<file path="src/rtl/follower_pkg.sv">
// Shared types and field encodings for the Follower command/control path.
package follower_pkg;

  typedef enum logic [0:0] {IDLE, TRANSIT} state_t;

  localparam logic [1:0] CMD_GO   = 2'b01;
  localparam logic [1:0] CMD_STOP = 2'b00;
  localparam logic [1:0] ID_HDR   = 2'b00;

endpackage

</file>
<file path="src/rtl/cmd_cntrl_if.sv">
// Command/ID handshake and motion-status bundle between the sequencer and its surroundings.
interface cmd_cntrl_if;

  logic [7:0] cmd;
  logic       cmd_rdy;
  logic       clr_cmd_rdy;
  logic [7:0] ID;
  logic       ID_vld;
  logic       clr_ID_vld;
  logic       OK2Move;
  logic       in_transit;
  logic       go;
  logic [5:0] dest_ID;
  logic       arrived;
  logic       buzz;
  logic       buzz_n;

  modport master (
    output cmd, cmd_rdy, ID, ID_vld, OK2Move,
    input  clr_cmd_rdy, clr_ID_vld, in_transit, go, dest_ID, arrived, buzz, buzz_n
  );

  modport slave (
    input  cmd, cmd_rdy, ID, ID_vld, OK2Move,
    output clr_cmd_rdy, clr_ID_vld, in_transit, go, dest_ID, arrived, buzz, buzz_n
  );

endinterface

</file>
<file path="src/rtl/cmd_cntrl_buzz_gen.sv">
// Obstacle buzzer: square wave toggling every BUZZ_HALF cycles while enabled, silent otherwise.
module buzz_gen #(
  parameter int unsigned BUZZ_HALF = 6250,
  parameter int unsigned BUZZ_W    = 13
) (
  input  logic clk,
  input  logic rst,
  input  logic en,
  output logic buzz,
  output logic buzz_n
);

  localparam logic [BUZZ_W-1:0] Wrap = BUZZ_W'(BUZZ_HALF - 1);

  logic [BUZZ_W-1:0] cnt_q, cnt_d;
  logic              buzz_q, buzz_d;
  logic              buzz_n_q;

  always_comb begin
    cnt_d  = '0;
    buzz_d = 1'b0;
    if (en) begin
      if (cnt_q == Wrap) begin
        cnt_d  = '0;
        buzz_d = ~buzz_q;
      end else begin
        cnt_d  = cnt_q + BUZZ_W'(1);
        buzz_d = buzz_q;
      end
    end
  end

  always_ff @(posedge clk or posedge rst) begin
    if (rst) begin
      cnt_q    <= '0;
      buzz_q   <= 1'b0;
      buzz_n_q <= 1'b1;
    end else begin
      cnt_q    <= cnt_d;
      buzz_q   <= buzz_d;
      buzz_n_q <= ~buzz_d;
    end
  end

  assign buzz   = buzz_q;
  assign buzz_n = buzz_n_q;

endmodule

</file>
<file path="src/rtl/cmd_cntrl.sv">
// Follower command sequencer: consumes commands and station IDs, tracks the destination,
// and gates motion and the obstacle buzzer.
import follower_pkg::*;

module cmd_cntrl #(
  parameter int unsigned BUZZ_HALF = 6250,
  parameter int unsigned BUZZ_W    = 13
) (
  input logic         clk,
  input logic         rst,
  cmd_cntrl_if.slave  bus
);

  state_t     state_q, state_d;
  logic [5:0] dest_q, dest_d;
  logic       arrived_q, arrived_d;
  logic       clr_cmd_q, clr_id_q;
  logic       cmd_take, id_take;
  logic       in_transit;

  // A level still high during its own acknowledge cycle is the same item, not a new one.
  assign cmd_take   = bus.cmd_rdy & ~clr_cmd_q;
  assign id_take    = bus.ID_vld & ~clr_id_q;
  assign in_transit = (state_q == TRANSIT);

  always_comb begin
    state_d   = state_q;
    dest_d    = dest_q;
    arrived_d = 1'b0;
    if (cmd_take) begin
      // A simultaneous ID is acknowledged but never compared.
      case (bus.cmd[7:6])
        CMD_GO: begin
          dest_d  = bus.cmd[5:0];
          state_d = TRANSIT;
        end
        CMD_STOP: state_d = IDLE;
        default:  ;
      endcase
    end else if (id_take && in_transit && bus.ID[7:6] == ID_HDR && bus.ID[5:0] == dest_q) begin
      state_d   = IDLE;
      arrived_d = 1'b1;
    end
  end

  always_ff @(posedge clk or posedge rst) begin
    if (rst) begin
      state_q   <= IDLE;
      dest_q    <= '0;
      arrived_q <= 1'b0;
      clr_cmd_q <= 1'b0;
      clr_id_q  <= 1'b0;
    end else begin
      state_q   <= state_d;
      dest_q    <= dest_d;
      arrived_q <= arrived_d;
      clr_cmd_q <= cmd_take;
      clr_id_q  <= id_take;
    end
  end

  buzz_gen #(
    .BUZZ_HALF (BUZZ_HALF),
    .BUZZ_W    (BUZZ_W)
  ) u_buzz_gen (
    .clk    (clk),
    .rst    (rst),
    .en     (in_transit & ~bus.OK2Move),
    .buzz   (bus.buzz),
    .buzz_n (bus.buzz_n)
  );

  assign bus.clr_cmd_rdy = clr_cmd_q;
  assign bus.clr_ID_vld  = clr_id_q;
  assign bus.in_transit  = in_transit;
  assign bus.go          = in_transit & bus.OK2Move;
  assign bus.dest_ID     = dest_q;
  assign bus.arrived     = arrived_q;

endmodule
</file>
<file path="src/flat_wrapper.sv">
// flat-port wrapper written by rule: the top's interface ports become plain ports
module cmd_cntrl_flat 
#(
  parameter int unsigned BUZZ_HALF = 6250,
  parameter int unsigned BUZZ_W    = 13
)
  (clk, rst, bus_cmd, bus_cmd_rdy, bus_ID, bus_ID_vld, bus_OK2Move, bus_clr_cmd_rdy, bus_clr_ID_vld, bus_in_transit, bus_go, bus_dest_ID, bus_arrived, bus_buzz, bus_buzz_n);
  cmd_cntrl_if bus_i ();
  input logic clk;
  input logic rst;
  input wire logic [$bits(bus_i.cmd)-1:0] bus_cmd;
  input wire logic [$bits(bus_i.cmd_rdy)-1:0] bus_cmd_rdy;
  input wire logic [$bits(bus_i.ID)-1:0] bus_ID;
  input wire logic [$bits(bus_i.ID_vld)-1:0] bus_ID_vld;
  input wire logic [$bits(bus_i.OK2Move)-1:0] bus_OK2Move;
  output wire logic [$bits(bus_i.clr_cmd_rdy)-1:0] bus_clr_cmd_rdy;
  output wire logic [$bits(bus_i.clr_ID_vld)-1:0] bus_clr_ID_vld;
  output wire logic [$bits(bus_i.in_transit)-1:0] bus_in_transit;
  output wire logic [$bits(bus_i.go)-1:0] bus_go;
  output wire logic [$bits(bus_i.dest_ID)-1:0] bus_dest_ID;
  output wire logic [$bits(bus_i.arrived)-1:0] bus_arrived;
  output wire logic [$bits(bus_i.buzz)-1:0] bus_buzz;
  output wire logic [$bits(bus_i.buzz_n)-1:0] bus_buzz_n;
  assign bus_i.cmd = bus_cmd;
  assign bus_i.cmd_rdy = bus_cmd_rdy;
  assign bus_i.ID = bus_ID;
  assign bus_i.ID_vld = bus_ID_vld;
  assign bus_i.OK2Move = bus_OK2Move;
  assign bus_clr_cmd_rdy = bus_i.clr_cmd_rdy;
  assign bus_clr_ID_vld = bus_i.clr_ID_vld;
  assign bus_in_transit = bus_i.in_transit;
  assign bus_go = bus_i.go;
  assign bus_dest_ID = bus_i.dest_ID;
  assign bus_arrived = bus_i.arrived;
  assign bus_buzz = bus_i.buzz;
  assign bus_buzz_n = bus_i.buzz_n;
  cmd_cntrl #(.BUZZ_HALF(BUZZ_HALF), .BUZZ_W(BUZZ_W)) u_core (.clk(clk), .rst(rst), .bus(bus_i));
endmodule
</file>
<file path="config.mk">
export PLATFORM = sky130hd
export DESIGN_NAME = cmd_cntrl_flat
export DESIGN_NICKNAME = d
export VERILOG_FILES = /design/src/rtl/follower_pkg.sv /design/src/rtl/cmd_cntrl_if.sv /design/src/rtl/cmd_cntrl_buzz_gen.sv /design/src/rtl/cmd_cntrl.sv /design/src/flat_wrapper.sv
export SDC_FILE = /design/constraint.sdc
export NUM_CORES = 1
export LEC_CHECK = 0
export CAP_MARGIN = 10
export CORE_MARGIN = 5
export CORE_UTILIZATION = 50
export DETAILED_ROUTE_END_ITERATION = 8
export PLACE_DENSITY = 0.91
export SYNTH_ARGS = -nofsm -noshare
export SYNTH_HDL_FRONTEND = slang
export SYNTH_SLANG_ARGS = --single-unit
</file>
<file path="constraint.sdc">
create_clock -name clk -period 2.79 [get_ports clk]
set_input_delay 0.279 -clock clk [delete_from_list [all_inputs] [get_ports clk]]
set_output_delay 0.279 -clock clk [all_outputs]
set_load 0.03 [all_outputs]
</file>
==> flow_summary_export.csv <==
group,metric,value,unit
logic_synthesis,async_reset_ff_share,100,%
global_route,grtUsageTotal,16.1,%
placement,dp_cells,163,
logic_synthesis,synth_adder_area_share,2.13,%
cells_and_area,syn_to_final_growth,32.9,%
placement,hpwl,1920,µm
sta,fmax,532,MHz
setup_path,slowest_delay,0.66,ns
clocking,cts_hold_buffers,0,
setup_path,worstPathCellList,"clkdlybuf4s50_1 > and2_1 > clkdlybuf4s50_1",
sta,post-route-period-util,67.3,%
cells_and_area,regArea,627,µm²
setup_path,critical-path-top-delay-family,"buffers and inverters",
worst_hold_path,min_path_type,"primary input to asynchronous set/reset pin",
floorplanning,die-area,0.00342,mm²
setup_path,critPathLaunchType,"primary input",
clocking,cts-htree-levels,1,
clocking,cts_inserted_buffers,3,
power_and_ir_drop,p_leak,0.000615,µW
sta,rsz0062_at_grt,"no",
drt,drc_errors,0,
cells_and_area,most-common-layout-cells,"clkdlybuf4s50_1, dfrtp_1, nor2_1",
global_route,grt_pass1_wl,4180,µm
clocking,cts-resized-gates,0,
cells_and_area,finalNonFillerCells,167,
drt,firstDrtPassIters,4,
sta,setup_violations,0,
floorplanning,core,0.00223,mm²
cells_and_area,nFillCells,163,
logic_synthesis,postSynthCellCount,103,
placement,gp_congestion,0.760,
logic_synthesis,synth_top_family_by_area,"simple AND/OR/NAND/NOR gates",
power_and_ir_drop,power_density,495,mW/mm²
setup_path,crit_top_cell,"clkdlybuf4s50_1",
sta,finalCriticalPeriod,1.88,ns
clocking,path_clk_slew,0.12,ns
clocking,root_buffer,"clkbuf_4",
setup_path,cp_num_buf_inv,2,
clocking,cts_setup_buffers,0,
floorplanning,rows,17,
global_route,grt_overflow,0,
logic_synthesis,synthMuxAreaShare,5.74,%
drt,vias,856,
logic_synthesis,synth_compound_area_share,1.06,%
logic_synthesis,yosys.area.top_type,"dfrtp_1",
clocking,ctsLongestPathBuffers,2,
sta,drv_slew,0,
floorplanning,die_h,58.5,µm
clocking,clock_latency,0.31,ns
logic_synthesis,synth_area_per_cell,11.4,µm²
drt,drt_wl_total,2420,µm
setup_path,critPathCaptureType,"output port",
global_route,antenna_found_initial,0,
power_and_ir_drop,peakVddDrop,421,µV
sta,hold_violations,0,
job,cap_violations,0,
floorplanning,die_x,58.5,µm
setup_path,crit_slowest_cell,"clkdlybuf4s50_1",
cells_and_area,nets,163,
logic_synthesis,synthSimpleGateAreaFrac,22.3,%
sta,worstMarginPinSlew,0.895,ns
setup_path,arrival,1.60,ns
logic_synthesis,synth_edf_count,0,
drt,routed_via_density,5.13,
logic_synthesis,synth.distinct_cells,29,
drt,ant_nets,0,
logic_synthesis,ys.flop_type,"dfrtp_1",
setup_path,cp_max_fo,4,
global_route,grt_max_degree,26,
logic_synthesis,synth_xor_area_share,13.4,%
cells_and_area,final_common_cell,"clkdlybuf4s50_1",
global_route,grt_pass1_vias,932,
clocking,cts_sinks,25,
logic_synthesis,synth_area,0.00118,mm²
cells_and_area,multiInputGateArea,526,µm²
logic_synthesis,ys_ff_latch,25,
logic_synthesis,synth_nets,126,
setup_path,critical_path_class,"primary input to output port",
logic_synthesis,seq_area_frac_synth,53.3,%
floorplanning,io_pins,34,
drt,wl_per_cell,14.5,µm
setup_path,cp_data_required_time,2.51,ns
clocking,cts_tree,"done",
logic_synthesis,yosysTopAreaCellShare,51.1,%
sta,max-slew-margin-rel,40.3,%
placement,numPortBuffers,33,
cells_and_area,drive_gt1_share,10.8,%
drt,drtIter0Drc,20,
sta,final.setup.tns,0,ns
run_status,run_status,"finished, final reports clean",
logic_synthesis,synth.area.top_cells,"dfrtp_1, xnor2_1, mux2_2",
sta,fin_skew,0.00335,ns
logic_synthesis,yosysWarnings,0,
cells_and_area,antenna_cells,0,
floorplanning,initial_utilization,52.7,%
## power breakdown
group / switching (µW) / internal, µW
Sequential: 28.0 / 388
Clock: 97.8 / 55.8
Combinational: 100 / 103
## area by class of cell
class | count | area share [%]
tap | 28 | 2.24
sequential | 25 | 40.1
inverter | 5 | 1.20
clock buffer | 4 | 1.68
multi-input combinational | 72 | 33.6
timing repair buffer | 33 | 21.1
## sequential cells by signal (all words and copies together), names as in the netlist
register,count
u_core.bus.arrived,1
u_core.bus.clr_ID_vld,1
u_core.bus.clr_cmd_rdy,1
u_core.bus.dest_ID,6
u_core.bus.in_transit,1
u_core.u_buzz_gen.buzz,1
u_core.u_buzz_gen.buzz_n,1
u_core.u_buzz_gen.cnt_q,13
## metrics by stage
stage	utilization, %	power [µW]	hold WS, ns	instance area, µm²	setup WS [ns]
2_1_floorplan	-	529	0.306	1180	1.23
3_3_place_gp	68.8	620	0.425	1540	0.945
3_5_place_dp	68.8	628	0.433	1540	0.911
4_1_cts	70.0	784	0.450	1560	0.906
5_1_grt	70.0	820	0.486	1560	0.825
6_report	70.0	773	0.446	1560	0.912
## synth_stat cells (2+ instances only)
| library cell | number |
|---|---|
| mux2_2 | 6 |
| nand3_1 | 3 |
| inv_1 | 5 |
| dfrtp_1 | 24 |
| nor3_1 | 3 |
| xnor2_1 | 11 |
| xor2_1 | 7 |
| nor2_1 | 16 |
| nand4_1 | 5 |
| ha_1 | 2 |
| nand2_1 | 3 |
## kinds of logic (layout without fill, tap and decap cells)
logic type / Yosys count / count (layout)
buffers and inverters: 6 / 42
adders and majority gates: 2 / 2
and+or+nand+nor: 44 / 44
xor gates and xnor gates: 18 / 18
muxes: 6 / 6
AOI/OAI and AO/OA: 2 / 2
DFF: 25 / 25
## final timing paths
| path | endpoint | slack (ns) | cells after the start | startpoint |
|---|---|---|---|---|
| worst min-delay path | u_core.bus.dest_ID[2] | 0.45 | 2 | rst |
| min in group clk | u_core.bus.clr_ID_vld | 0.45 | 1 | u_core.bus.clr_ID_vld |
| worst max register to register | u_core.u_buzz_gen.cnt_q[4] | 1.13 | 5 | u_core.u_buzz_gen.cnt_q[0] |
| worst min register to register | u_core.bus.clr_ID_vld | 0.45 | 1 | u_core.bus.clr_ID_vld |
| worst max-delay path | bus_go | 0.91 | 3 | bus_OK2Move |
| max in group asynchronous | u_core.u_buzz_gen.cnt_q[10] | 1.80 | 2 | rst |
## worst register-to-register path: stages (launching register included)
cell	delay, ns
dfrtp_1	0.45
ha_1	0.22
and4b_1	0.19
nand3_2	0.10
nand3b_1	0.38
nor2_1	0.24
## routing by layer
| layer | global-route usage, % | vias to the layer above | share of wire, % |
|---|---|---|---|
| li1 | - | 418 | - |
| met1 | 19.6 | 393 | 43 |
| met2 | 25.7 | 38 | 47 |
| met3 | 5.04 | 7 | 7.4 |
| met4 | 8.28 | 0 | 2.1 |
| met5 | 0 | - | 0 |
(Power assumes the default switching activity.)
